$ cat src/rtl/fifo_rd_pkg.sv
// Shared types and constants for the FIFO burst reader.
// Holds the controller state encoding and the read-credit rule.
package fifo_rd_pkg;

  typedef enum logic [1:0] {
    IDLE,
    READ,
    DRAIN,
    DONE
  } rd_state_e;

  localparam int unsigned BUF_DEPTH = 2;
  localparam int unsigned CNT_WIDTH = 2;

  // A read may issue when the words it would add still fit once this cycle's pop retires.
  function automatic logic has_credit(input logic [CNT_WIDTH-1:0] count,
                                      input logic                 in_flight,
                                      input logic                 pop);
    logic [CNT_WIDTH:0] occ;
    occ = {1'b0, count} + {{CNT_WIDTH{1'b0}}, in_flight} - {{CNT_WIDTH{1'b0}}, pop};
    return occ < (CNT_WIDTH + 1)'(BUF_DEPTH);
  endfunction

endpackage

$ cat src/rtl/stream_skid2.sv
// Two-entry valid/ready buffer: captures one word per push and presents the oldest
// word on the stream side until it is accepted.
module stream_skid2
  import fifo_rd_pkg::*;
#(
  parameter int unsigned DATA_WIDTH = 8
) (
  input  logic                  clk,
  input  logic                  n_rst,
  input  logic                  push,
  input  logic [DATA_WIDTH-1:0] data_in,
  input  logic                  m_ready,
  output logic                  m_valid,
  output logic [DATA_WIDTH-1:0] m_data,
  output logic [CNT_WIDTH-1:0]  count
);

  logic [DATA_WIDTH-1:0] head_q;
  logic [DATA_WIDTH-1:0] tail_q;
  logic [CNT_WIDTH-1:0]  count_q;
  logic                  pop;

  assign m_valid = (count_q != '0);
  assign m_data  = head_q;
  assign count   = count_q;
  assign pop     = m_valid & m_ready;

  // Head always holds the oldest word; tail is only meaningful when two are held.
  always_ff @(posedge clk) begin
    if (!n_rst) begin
      head_q  <= '0;
      tail_q  <= '0;
      count_q <= '0;
    end else begin
      case (count_q)
        CNT_WIDTH'(0): begin
          if (push) begin
            head_q  <= data_in;
            count_q <= CNT_WIDTH'(1);
          end
        end
        CNT_WIDTH'(1): begin
          if (push && pop) begin
            head_q <= data_in;
          end else if (push) begin
            tail_q  <= data_in;
            count_q <= CNT_WIDTH'(2);
          end else if (pop) begin
            count_q <= CNT_WIDTH'(0);
          end
        end
        default: begin
          if (pop) begin
            head_q <= tail_q;
            if (push) begin
              tail_q <= data_in;
            end else begin
              count_q <= CNT_WIDTH'(1);
            end
          end
        end
      endcase
    end
  end

endmodule

$ cat src/rtl/fifo_burst_reader.sv
// Read-side burst controller for the synchronous FIFO: issues reads against a
// two-word credit, hides the FIFO read latency and streams the words with a last flag.
module fifo_burst_reader
  import fifo_rd_pkg::*;
#(
  parameter int unsigned DATA_WIDTH = 8,
  parameter int unsigned LEN_WIDTH  = 8
) (
  input  logic                  clk,
  input  logic                  n_rst,
  input  logic                  cmd_valid,
  input  logic [LEN_WIDTH-1:0]  cmd_len,
  output logic                  cmd_ready,
  input  logic                  fifo_empty,
  output logic                  fifo_rd_en,
  input  logic [DATA_WIDTH-1:0] fifo_dout,
  output logic                  m_valid,
  input  logic                  m_ready,
  output logic [DATA_WIDTH-1:0] m_data,
  output logic                  m_last,
  output logic                  busy,
  output logic                  done
);

  rd_state_e             state_q;
  logic [LEN_WIDTH-1:0]  issue_cnt_q;
  logic [LEN_WIDTH-1:0]  out_cnt_q;
  logic                  in_flight_q;
  logic                  cmd_ready_q;
  logic                  busy_q;
  logic                  done_q;
  logic [CNT_WIDTH-1:0]  buf_count;
  logic                  pop;

  assign pop        = m_valid & m_ready;
  assign fifo_rd_en = (state_q == READ) && !fifo_empty && (issue_cnt_q != '0)
                      && has_credit(buf_count, in_flight_q, pop);
  assign m_last     = m_valid && (out_cnt_q == LEN_WIDTH'(1));
  assign cmd_ready  = cmd_ready_q;
  assign busy       = busy_q;
  assign done       = done_q;

  always_ff @(posedge clk) begin
    if (!n_rst) begin
      state_q     <= IDLE;
      issue_cnt_q <= '0;
      out_cnt_q   <= '0;
      in_flight_q <= 1'b0;
      cmd_ready_q <= 1'b1;
      busy_q      <= 1'b0;
      done_q      <= 1'b0;
    end else begin
      in_flight_q <= fifo_rd_en;
      done_q      <= 1'b0;
      if (fifo_rd_en) begin
        issue_cnt_q <= issue_cnt_q - LEN_WIDTH'(1);
      end
      if (pop) begin
        out_cnt_q <= out_cnt_q - LEN_WIDTH'(1);
      end
      unique case (state_q)
        IDLE: begin
          if (cmd_valid) begin
            issue_cnt_q <= cmd_len;
            out_cnt_q   <= cmd_len;
            cmd_ready_q <= 1'b0;
            if (cmd_len == '0) begin
              state_q <= DONE;
              done_q  <= 1'b1;
            end else begin
              state_q <= READ;
              busy_q  <= 1'b1;
            end
          end
        end
        READ: begin
          // Words still in flight or buffered are delivered from DRAIN.
          if (fifo_rd_en && (issue_cnt_q == LEN_WIDTH'(1))) begin
            state_q <= DRAIN;
          end
        end
        DRAIN: begin
          if (pop && (out_cnt_q == LEN_WIDTH'(1))) begin
            state_q <= DONE;
            busy_q  <= 1'b0;
            done_q  <= 1'b1;
          end
        end
        DONE: begin
          state_q     <= IDLE;
          cmd_ready_q <= 1'b1;
        end
      endcase
    end
  end

  stream_skid2 #(
    .DATA_WIDTH(DATA_WIDTH)
  ) u_skid (
    .clk    (clk),
    .n_rst  (n_rst),
    .push   (in_flight_q),
    .data_in(fifo_dout),
    .m_ready(m_ready),
    .m_valid(m_valid),
    .m_data (m_data),
    .count  (buf_count)
  );

endmodule

$ cat config.mk
export PLATFORM = sky130hd
export DESIGN_NAME = fifo_burst_reader
export DESIGN_NICKNAME = d
export VERILOG_FILES = /design/src/rtl/fifo_rd_pkg.sv /design/src/rtl/stream_skid2.sv /design/src/rtl/fifo_burst_reader.sv
export SDC_FILE = /design/constraint.sdc
export NUM_CORES = 1
export LEC_CHECK = 0
export CORE_ASPECT_RATIO = 1.75
export CORE_MARGIN = 4
export CORE_UTILIZATION = 24
export DETAILED_ROUTE_END_ITERATION = 10
export GPL_ROUTABILITY_DRIVEN = 1
export SYNTH_ARGS = -nofsm -noshare
export SYNTH_HDL_FRONTEND = slang
export SYNTH_SLANG_ARGS = --single-unit
$ cat constraint.sdc
create_clock -name clk -period 3.9 [get_ports clk]
set_clock_uncertainty 0.15 [all_clocks]
set_input_delay 0.78 -clock clk [delete_from_list [all_inputs] [get_ports clk]]
set_output_delay 0.78 -clock clk [all_outputs]
set_load 0.01 [all_outputs]
; Word-level counts from Yosys, hierarchy flattened
; Cells that the tools add are included.
[word_totals]
reg_bits = 40
inputBits = 21
output_inout_bits = 14
elab_cells = 91
[op_classes]
addsub = 4
n_lt_le_gt_ge = 1
n_eq_ne = 15
mux = 36
n_bitwise = 2
n_reduce_logical = 23
[ops]
columns = cell, count
row1 = 2-to-1 mux 8 bit, 12
row2 = case mux 8 bit (2 select lines), 2
row3 = 2-to-1 mux 2 bit, 10
row4 = "== test 8 x 1 -> 1 bit, second input constant", 2
row5 = "subtractor 8 x 1 -> 8 bit, second input constant", 2
row6 = "inequality test 2 bit, second input constant", 5
row7 = AND reduction 3 bit, 3
row8 = logical NOT 8 bit, 1
row9 = case mux 2 bit (4 select lines), 1
row10 = nonzero test 2 bit, 4
row11 = nonzero test 8 bit, 1
row12 = logical AND 1 bit, 7
row13 = 2-to-1 mux 1 bit, 7
row14 = case mux 1 bit (2 select lines), 3
row15 = AND reduction 5 bit, 1
row16 = "== test 2 x 1 -> 1 bit, second input constant", 2
row17 = "== test 2 bit, second input constant", 2
row18 = logical NOT 2 bit, 2
row19 = "inequality test 2 x 1 -> 1 bit, second input constant", 2
row20 = case mux 2 bit (2 select lines), 1
row21 = AND reduction 4 bit, 1
row22 = adder 2 x 1 -> 3 bit, 1
row23 = "less-than comparator 3 x 2 -> 1 bit, second input constant", 1
row24 = "inequality test 3 x 1 -> 1 bit, second input constant", 1
row25 = other kinds (7), 7

; Depth between registers and ports, before layout
[depth]
depth_word = 8
mapped_depth = 9
ltp_nobuf = 8

; Hierarchy
; A second synthesis with hierarchy kept.
[unflattened]
hier_cells = 237
area_unflattened_um2 = 2133.3
[modules_own_cells]
columns = module, instances, cells_per_inst, area_each_um2, seq_area_each_um2
row1 = fifo_burst_reader, 1, 148, 1282.5, 440.4
row2 = stream_skid2, 1, 89, 850.8, 360.3

; Worst setup path after synthesis
; Ideal clock, no wire load.
[synth_path]
path_type = input -> output
from = input port m_ready
to = output port fifo_rd_en
t_arrival_ns = 2.406
required_time_ns = 2.970
path_slack_ns = 0.564
path_stages = 7
n_path_buf = 1
cell_sequence = clkbuf_1 -> and3b_1 -> o21ai_0 -> fa_1 -> and3b_1 -> nand2_1 -> a31oi_2
[synth_between]
elab_chain_cells = 4
[synth_lines]
columns = item, line
row1 = start: declaration, fifo_burst_reader.sv:18  ; input logic m_ready,
row2 = AND 1 bit, fifo_burst_reader.sv:35  ; assign pop = m_valid & m_ready;
row3 = subtractor 3 x 1 -> 3 bit, fifo_rd_pkg.sv:20  ; occ = {1'b0, count} + {{CNT_WIDTH{1'b0}}, in_flight} - {{CNT_WIDTH{1'b0}}, pop};
row4 = less-than comparator 3 x 2 -> 1 bit, fifo_rd_pkg.sv:21  ; return occ < (CNT_WIDTH + 1)'(BUF_DEPTH);
row5 = logical AND 1 bit, fifo_burst_reader.sv:37  ; && has_credit(buf_count, in_flight_q, pop);
row6 = end: declaration, fifo_burst_reader.sv:15  ; output logic fifo_rd_en,
; No other way between the ends.

; Final worst setup path
; Ends and elaborated chain as after synthesis.

==> impl_metrics.json <==
{
  "seq_area_frac_synth_pct": 38.58,
  "portBuffers": 34,
  "nNetsFinal": 301,
  "arrival_ps": 2800,
  "clockBufferDepth": 2,
  "startpoint": "m_ready",
  "crit_type": "input port to primary output",
  "synthCells": 231,
  "place_ws_ps": -133.1,
  "rows": 44,
  "cts.reportedPaths.clkPinSlew_ps": 60,
  "grt_max_degree": 26,
  "first_iter_violations": 128,
  "die_width_um": 78.30,
  "yosysUniqueCellTypes": 46,
  "fin_crit_ps": 3734,
  "synth_warnings": 0,
  "cts_setup_buffers": 0,
  "cts_resized": 1,
  "timing.rr.start": "u_skid.count[0]$_SDFFE_PN0P_",
  "drt_pass1_iterations": 4,
  "finalWirelength_mm": 4.686,
  "ys_ff_latch": 40,
  "start_util_pct": 24.81,
  "ys_top_cells_by_area": "dfxtp_1 39%, mux2i_1 7.7%, nor2_1 5.6%",
  "cts_max_level": 2,
  "end_kind": "primary output",
  "fin_ws_ps": 166.3,
  "hp-class": "flip-flop to flip-flop",
  "status": "completed",
  "dp_hpwl_mm": 3.537,
  "p_per_area_mw_per_mm2": 519.6,
  "max_freq_mhz": 267.8,
  "endpoint": "fifo_rd_en",
  "synthFlopType": "dfxtp_1",
  "finish.instance_area_mm2": 0.002709,
  "crit_required_ps": 2970,
  "core_region_area_mm2": 0.008368,
  "cts_tree": "done",
  "postRouteAntennaNets": 0,
  "routed-via-count": 1722,
  "cts-buffers-inserted": 5,
  "grt.total_usage_pct": 9.512,
  "synth_top_area_cell": "dfxtp_1",
  "rsz0062_at_grt": "no",
  "vdd_ir_drop_max_v": 0.0002518,
  "grt.overflow.total": 0,
  "synth_fp_nets": 261,
  "yosysTopAreaCellShare_pct": 38.58,
  "rrSetupSlack_ps": 1410,
  "startpoint_type": "input port",
  "clock-sinks": 40,
  "avgSynthCellArea_um2": 8.986,
  "top_level_ports": 35,
  "place_area_mm2": 0.002576,
  "finalMaxSlewViolations": 0,
  "syn_area_mm2": 0.002076,
  "hold_violations": 0,
  "grt_pass1_wl_mm": 7.872,
  "hold_slack_ps": 346.5,
  "drc": 0,
  "fill_cells": 909,
  "antenna_cells": 0,
  "antenna_found_initial": 0,
  "routedWlPerCell_um": 12.14,
  "gp_congestion": 0.7907,
  "root_buffer": "clkbuf_16",
  "die_area_mm2": 0.01026,
  "worstMarginPinSlew_ps": 763.3,
  "via_per_inst": 4.461,
  "synth_edf_count": 0,
  "area_growth_pct": 30.50,
  "cts_hold_buffers": 0,
  "worstPathMaxFanout": 4,
  "post-route-period-util_pct": 95.74,
  "async_reset_ff_share_pct": 0,
  "relSlewSlack_pct": 49.06,
  "maxCapViolCount": 0,
  "insertion_delay_ps": 280,
  "utilization_pct": 32.37,
  "die_y_um": 131.0,
  "grt_pass1_vias": 1683,
  "layout-drive-gt1-share_pct": 9.594,
  "ff2ff_path_depth": 9,
  "static-leakage-power_nw": 1.002,
  "setup_viol": 0,
  "r2r_end": "issue_cnt_q[6]$_SDFF_PN0_"
}
## report_power, final
part / internal, W / leakage, nW / switching, W
Clock: 0.000232 / 0.0667 / 0.000153
Combinational: 0.000218 / 0.608 / 0.000234
Sequential: 0.000487 / 0.327 / 0.0000834
## registers in the layout, indices dropped and copies added (netlist names)
register,count
cmd_ready,1
out_cnt_q,8
done,1
u_skid.count,2
state_q,2
u_skid.m_data,8
u_skid.tail_q,8
busy,1
in_flight_q,1
issue_cnt_q,8
## how the worst min path moves through the flow
stage / startpoint / to / slack [ps] / cells past startpoint
after floorplan: out_cnt_q[2]$_SDFF_PN0_ / out_cnt_q[2]$_SDFF_PN0_ / 310 / 2
after global placement: u_skid.tail_q[1]$_SDFFE_PN0P_ / u_skid.tail_q[1]$_SDFFE_PN0P_ / 330 / 2
after detailed placement: u_skid.tail_q[5]$_SDFFE_PN0P_ / u_skid.tail_q[5]$_SDFFE_PN0P_ / 340 / 2
after CTS: u_skid.tail_q[2]$_SDFFE_PN0P_ / u_skid.tail_q[2]$_SDFFE_PN0P_ / 360 / 2
after global routing: u_skid.tail_q[5]$_SDFFE_PN0P_ / u_skid.tail_q[5]$_SDFFE_PN0P_ / 370 / 2
final: u_skid.tail_q[2]$_SDFFE_PN0P_ / u_skid.tail_q[2]$_SDFFE_PN0P_ / 350 / 2
## synthesized netlist by cell type, drive strengths merged (2+ instances only)
library cell,n
inv,10
nand2,17
xnor2,9
dfxtp,40
ha,8
nor4,4
and2,2
a211oi,10
a21oi,18
and3b,2
nor2b,5
mux2i,16
or4,2
a31oi,4
xor2,3
buf,3
nor2,31
nand2b,3
nand3,2
nor3b,2
clkbuf,6
o21ai,14
nor3,3
nand4,3
## worst max-delay path, stage by stage
cell             delay [ps]
clkdlybuf4s50_1         520
and3b_1                 180
o21ai_0                  90
fa_1                    490
and3b_1                 180
nand2_1                  90
a31oi_2                 170
dlygate4sd2_1           300
## layout by cell type (no fill, tap or decap), types with 2 or more instances in the layout
| master | synthesis | layout |
|---|---|---|
| xor2_1 | 3 | 3 |
| nor3b_1 | 2 | 2 |
| nor3_1 | 3 | 3 |
| a211oi_1 | 9 | 9 |
| nand2b_1 | 3 | 3 |
| mux2i_1 | 16 | 16 |
| xnor2_1 | 8 | 8 |
| a21oi_1 | 18 | 18 |
| a31oi_1 | 3 | 3 |
| nor2b_1 | 5 | 5 |
| and3b_1 | 2 | 2 |
| dfxtp_1 | 40 | 40 |
| clkbuf_16 | 0 | 5 |
| nor2_1 | 31 | 31 |
| nand3_1 | 2 | 2 |
| inv_1 | 10 | 10 |
| and2_1 | 2 | 2 |
| clkdlybuf4s50_1 | 0 | 33 |
| ha_1 | 8 | 8 |
| buf_4 | 0 | 8 |
| nand4_1 | 2 | 2 |
| nor4_2 | 2 | 2 |
| o21ai_1 | 2 | 2 |
| or4_1 | 2 | 2 |
| o21ai_0 | 12 | 12 |
| nand2_1 | 17 | 17 |
## logic make-up (layout without fill, tap and decap cells)
kind of cell,count (synthesis),in the layout,synth area share [%]
fa+ha+maj,9,9,5.787
flops,40,40,38.58
simple gates,79,79,20.13
mux,17,17,8.438
compound gates,55,55,17.18
buf+inv,19,59,3.918
xor+xnor,12,12,5.968
## final cells by class
type | count | area, um2 | share of cell area, %
inverters | 10 | 37.54 | 1.386
repair buffers | 42 | 399.1 | 14.73
flip-flops and latches | 40 | 800.8 | 29.56
multi-input cells | 172 | 1194 | 44.06
clock buffers | 6 | 128.9 | 4.758
clock inverters | 1 | 5.005 | 0.1848
well taps | 115 | 143.9 | 5.312
## routing by layer
metal | global-route usage, % | vias up | wire length (um)
met5 | 0 | - | 0
met4 | 2.781 | 0 | 59
met2 | 16.36 | 34 | 2316
met1 | 11.55 | 794 | 2066
li1 | - | 889 | -
met3 | 2.675 | 5 | 244
## stage by stage
step | total power (W) | instances | setup TNS, ps
2_1_floorplan | 0.0008858 | 231 | 0
3_3_place_gp | 0.001022 | 379 | -98.94
3_5_place_dp | 0.001033 | 379 | -133.1
4_1_cts | 0.001426 | 386 | 0
5_1_grt | 0.001510 | 386 | 0
6_report | 0.001408 | 386 | 0
No activity file was read; power rests on OpenSTA's default activity.
==> patch, RTL diff (config.mk and constraints unchanged) <==
Reset style: asynchronous (`n_rst`), changed in 2 clocked blocks.
--- a/src/rtl/stream_skid2.sv
+++ b/src/rtl/stream_skid2.sv
@@ -27,5 +27,5 @@
 
   // Head always holds the oldest word; tail is only meaningful when two are held.
-  always_ff @(posedge clk) begin
+  always_ff @(posedge clk or negedge n_rst) begin
     if (!n_rst) begin
       head_q  <= '0;
--- a/src/rtl/fifo_burst_reader.sv
+++ b/src/rtl/fifo_burst_reader.sv
@@ -41,5 +41,5 @@
   assign done       = done_q;
 
-  always_ff @(posedge clk) begin
+  always_ff @(posedge clk or negedge n_rst) begin
     if (!n_rst) begin
       state_q     <= IDLE;
Behaviour: differs if n_rst is asserted again (counterexample within 4 cycles, from zero or initial values and one cycle with n_rst low); with n_rst held inactive, the same outputs for 10 cycles.
==> patch against the original RTL <==
Cell count down 2.3%. Power down 13%. Sequential cell count unchanged. Via count up 2.5%. Worst setup slack better by 76 ps. Hold slack better by 0.69 ps. Sequential power down 8.4%. Routed wire length up 9.6%. Die area up 5.8%. Global-route usage up 0.76 points. Final area up 6.2%. Area after synthesis up 6.3%. Count of clock-buffer cells in the layout down 1. Non-clock buffer count down 1.
==> patch: results (changes against the original RTL) <==
[min_path]
min_to=cmd_ready
hp-start=cmd_ready

[logic_synthesis]
synthAdderAreaFrac=0.0601  ; +0.00226
synth_cell_types=43  ; -6.5%
synthMuxAreaShare=0.106  ; +0.0211
synth_area_leaders=dfrtp_1 44%, mux2i_1 5.4%, ha_1 5.1%, mux2_2 5.1%, a21oi_1 4.3%
yosysSeqAreaShare=0.454  ; +0.0686
synth_top_cells_by_count=39 x dfrtp_1, 24 x nor2_1, 19 x a21oi_1
ys_async_sr_fraction=1.00  ; +1.00
synth_xor_area_frac=0.0318  ; -0.0279
syn-num-nets=251  ; -3.8%
synth_compound_area_frac=0.131  ; -0.0408
syn_inst=220  ; -4.8%
synthFlopType=dfrtp_1

[setup_path]
reg2reg_to=issue_cnt_q[4]
slowest_delay_ps=500  ; -20 ps
worstPathArrival_ps=2730  ; -70 ps
reg2reg_from=u_skid.count[1]
reg2reg_depth=10  ; +1
endpoint=fifo_rd_en
crit_path_max_fanout=3  ; -1
ff2ff_setup_slack_ps=1210  ; -200 ps

[timing]
fmaxAchievable_ghz=0.273  ; +2.1%
hold_slack_ps=347  ; +0.685 ps
tightest_slew_ps=912  ; +149 ps

[global_routing]
grt_pass1_wl_mm=8.64  ; +9.7%
grt_usage=0.103  ; +0.00755
use_met2=0.190  ; +0.0264
antenna_found_initial=0  ; unchanged
first_global_vias=1819  ; +8.1%
grt_util_met1=0.105  ; -0.0107
met3_usage=0.0167  ; -0.0101
grt_max_degree=41  ; +58%

[clock_tree]
cts_max_level=2  ; unchanged
clk_latency_ps=280  ; about the same
clkTransAtPathRegs_ps=60  ; about the same

[place]
placed_area_mm2=0.00270  ; +4.6%
gp_congestion=0.766  ; -3.1%
place_inst=369  ; -2.6%
dp_hpwl_mm=4.03  ; +14%
pre_cts_slack_ps=-106  ; +26.8 ps
io_buffers=34  ; unchanged

[finish]
final_cell_count_no_fill=377  ; -2.3%
insertedDiodeCount=0  ; unchanged
nets=287  ; -4.7%
drive_gt1_frac=0.132  ; +0.0364

[routing]
finalWirelength_mm=5.14  ; +9.6%
wl_met1_mm=1.85  ; -10%
wl_met3_um=186  ; -24%
detail_route.iter0.violations=74  ; -42%
route.met2.wl_mm=2.91  ; +26%
routed_via_density=4.68  ; +4.9%

[power]
p_leak_uw=0.00120  ; +20%
ir_worst_vdd_mv=0.250  ; -0.50%

[run_status]
run_status=completed

patch: changes by cell type in the layout (fill, tap and decap cells not counted), moves of 6 or more:
| cell | unedited run | this run |
|---|---|---|
| dfxtp_1 | 40 | 0 |
| nor4_1 | 1 | 7 |
| mux2_2 | 0 | 10 |
| dfrtp_1 | 0 | 39 |
| a211oi_1 | 9 | 0 |
| o21ai_0 | 12 | 5 |
| nand2_1 | 17 | 11 |
| nor2_1 | 31 | 23 |
patch: worst max-delay path: cells and delay by family:
family / cells / cell delay [ps]
AND/OR/NAND/NOR: 5 / 590
buffers and inverters: 2 / 750
adder cells (fa/ha/maj): 1 / 490
AO/OA/AOI/OAI: 1 / 120
patch: final cells by class:
cell class,instances,area (um2)
inverter,9,33.8
multi-input combinational,159,1130
sequential,40,1000
clock buffer,5,125
clock inverter,3,46.3
tap,120,150
timing repair buffer,41,388
fill,957,6160
patch: report_power, final:
group	internal [uW]	total (uW)	switching, uW
clock	304	476	172
sequential	470	523	53.0
combinational	124	227	104
total	898	1230	328
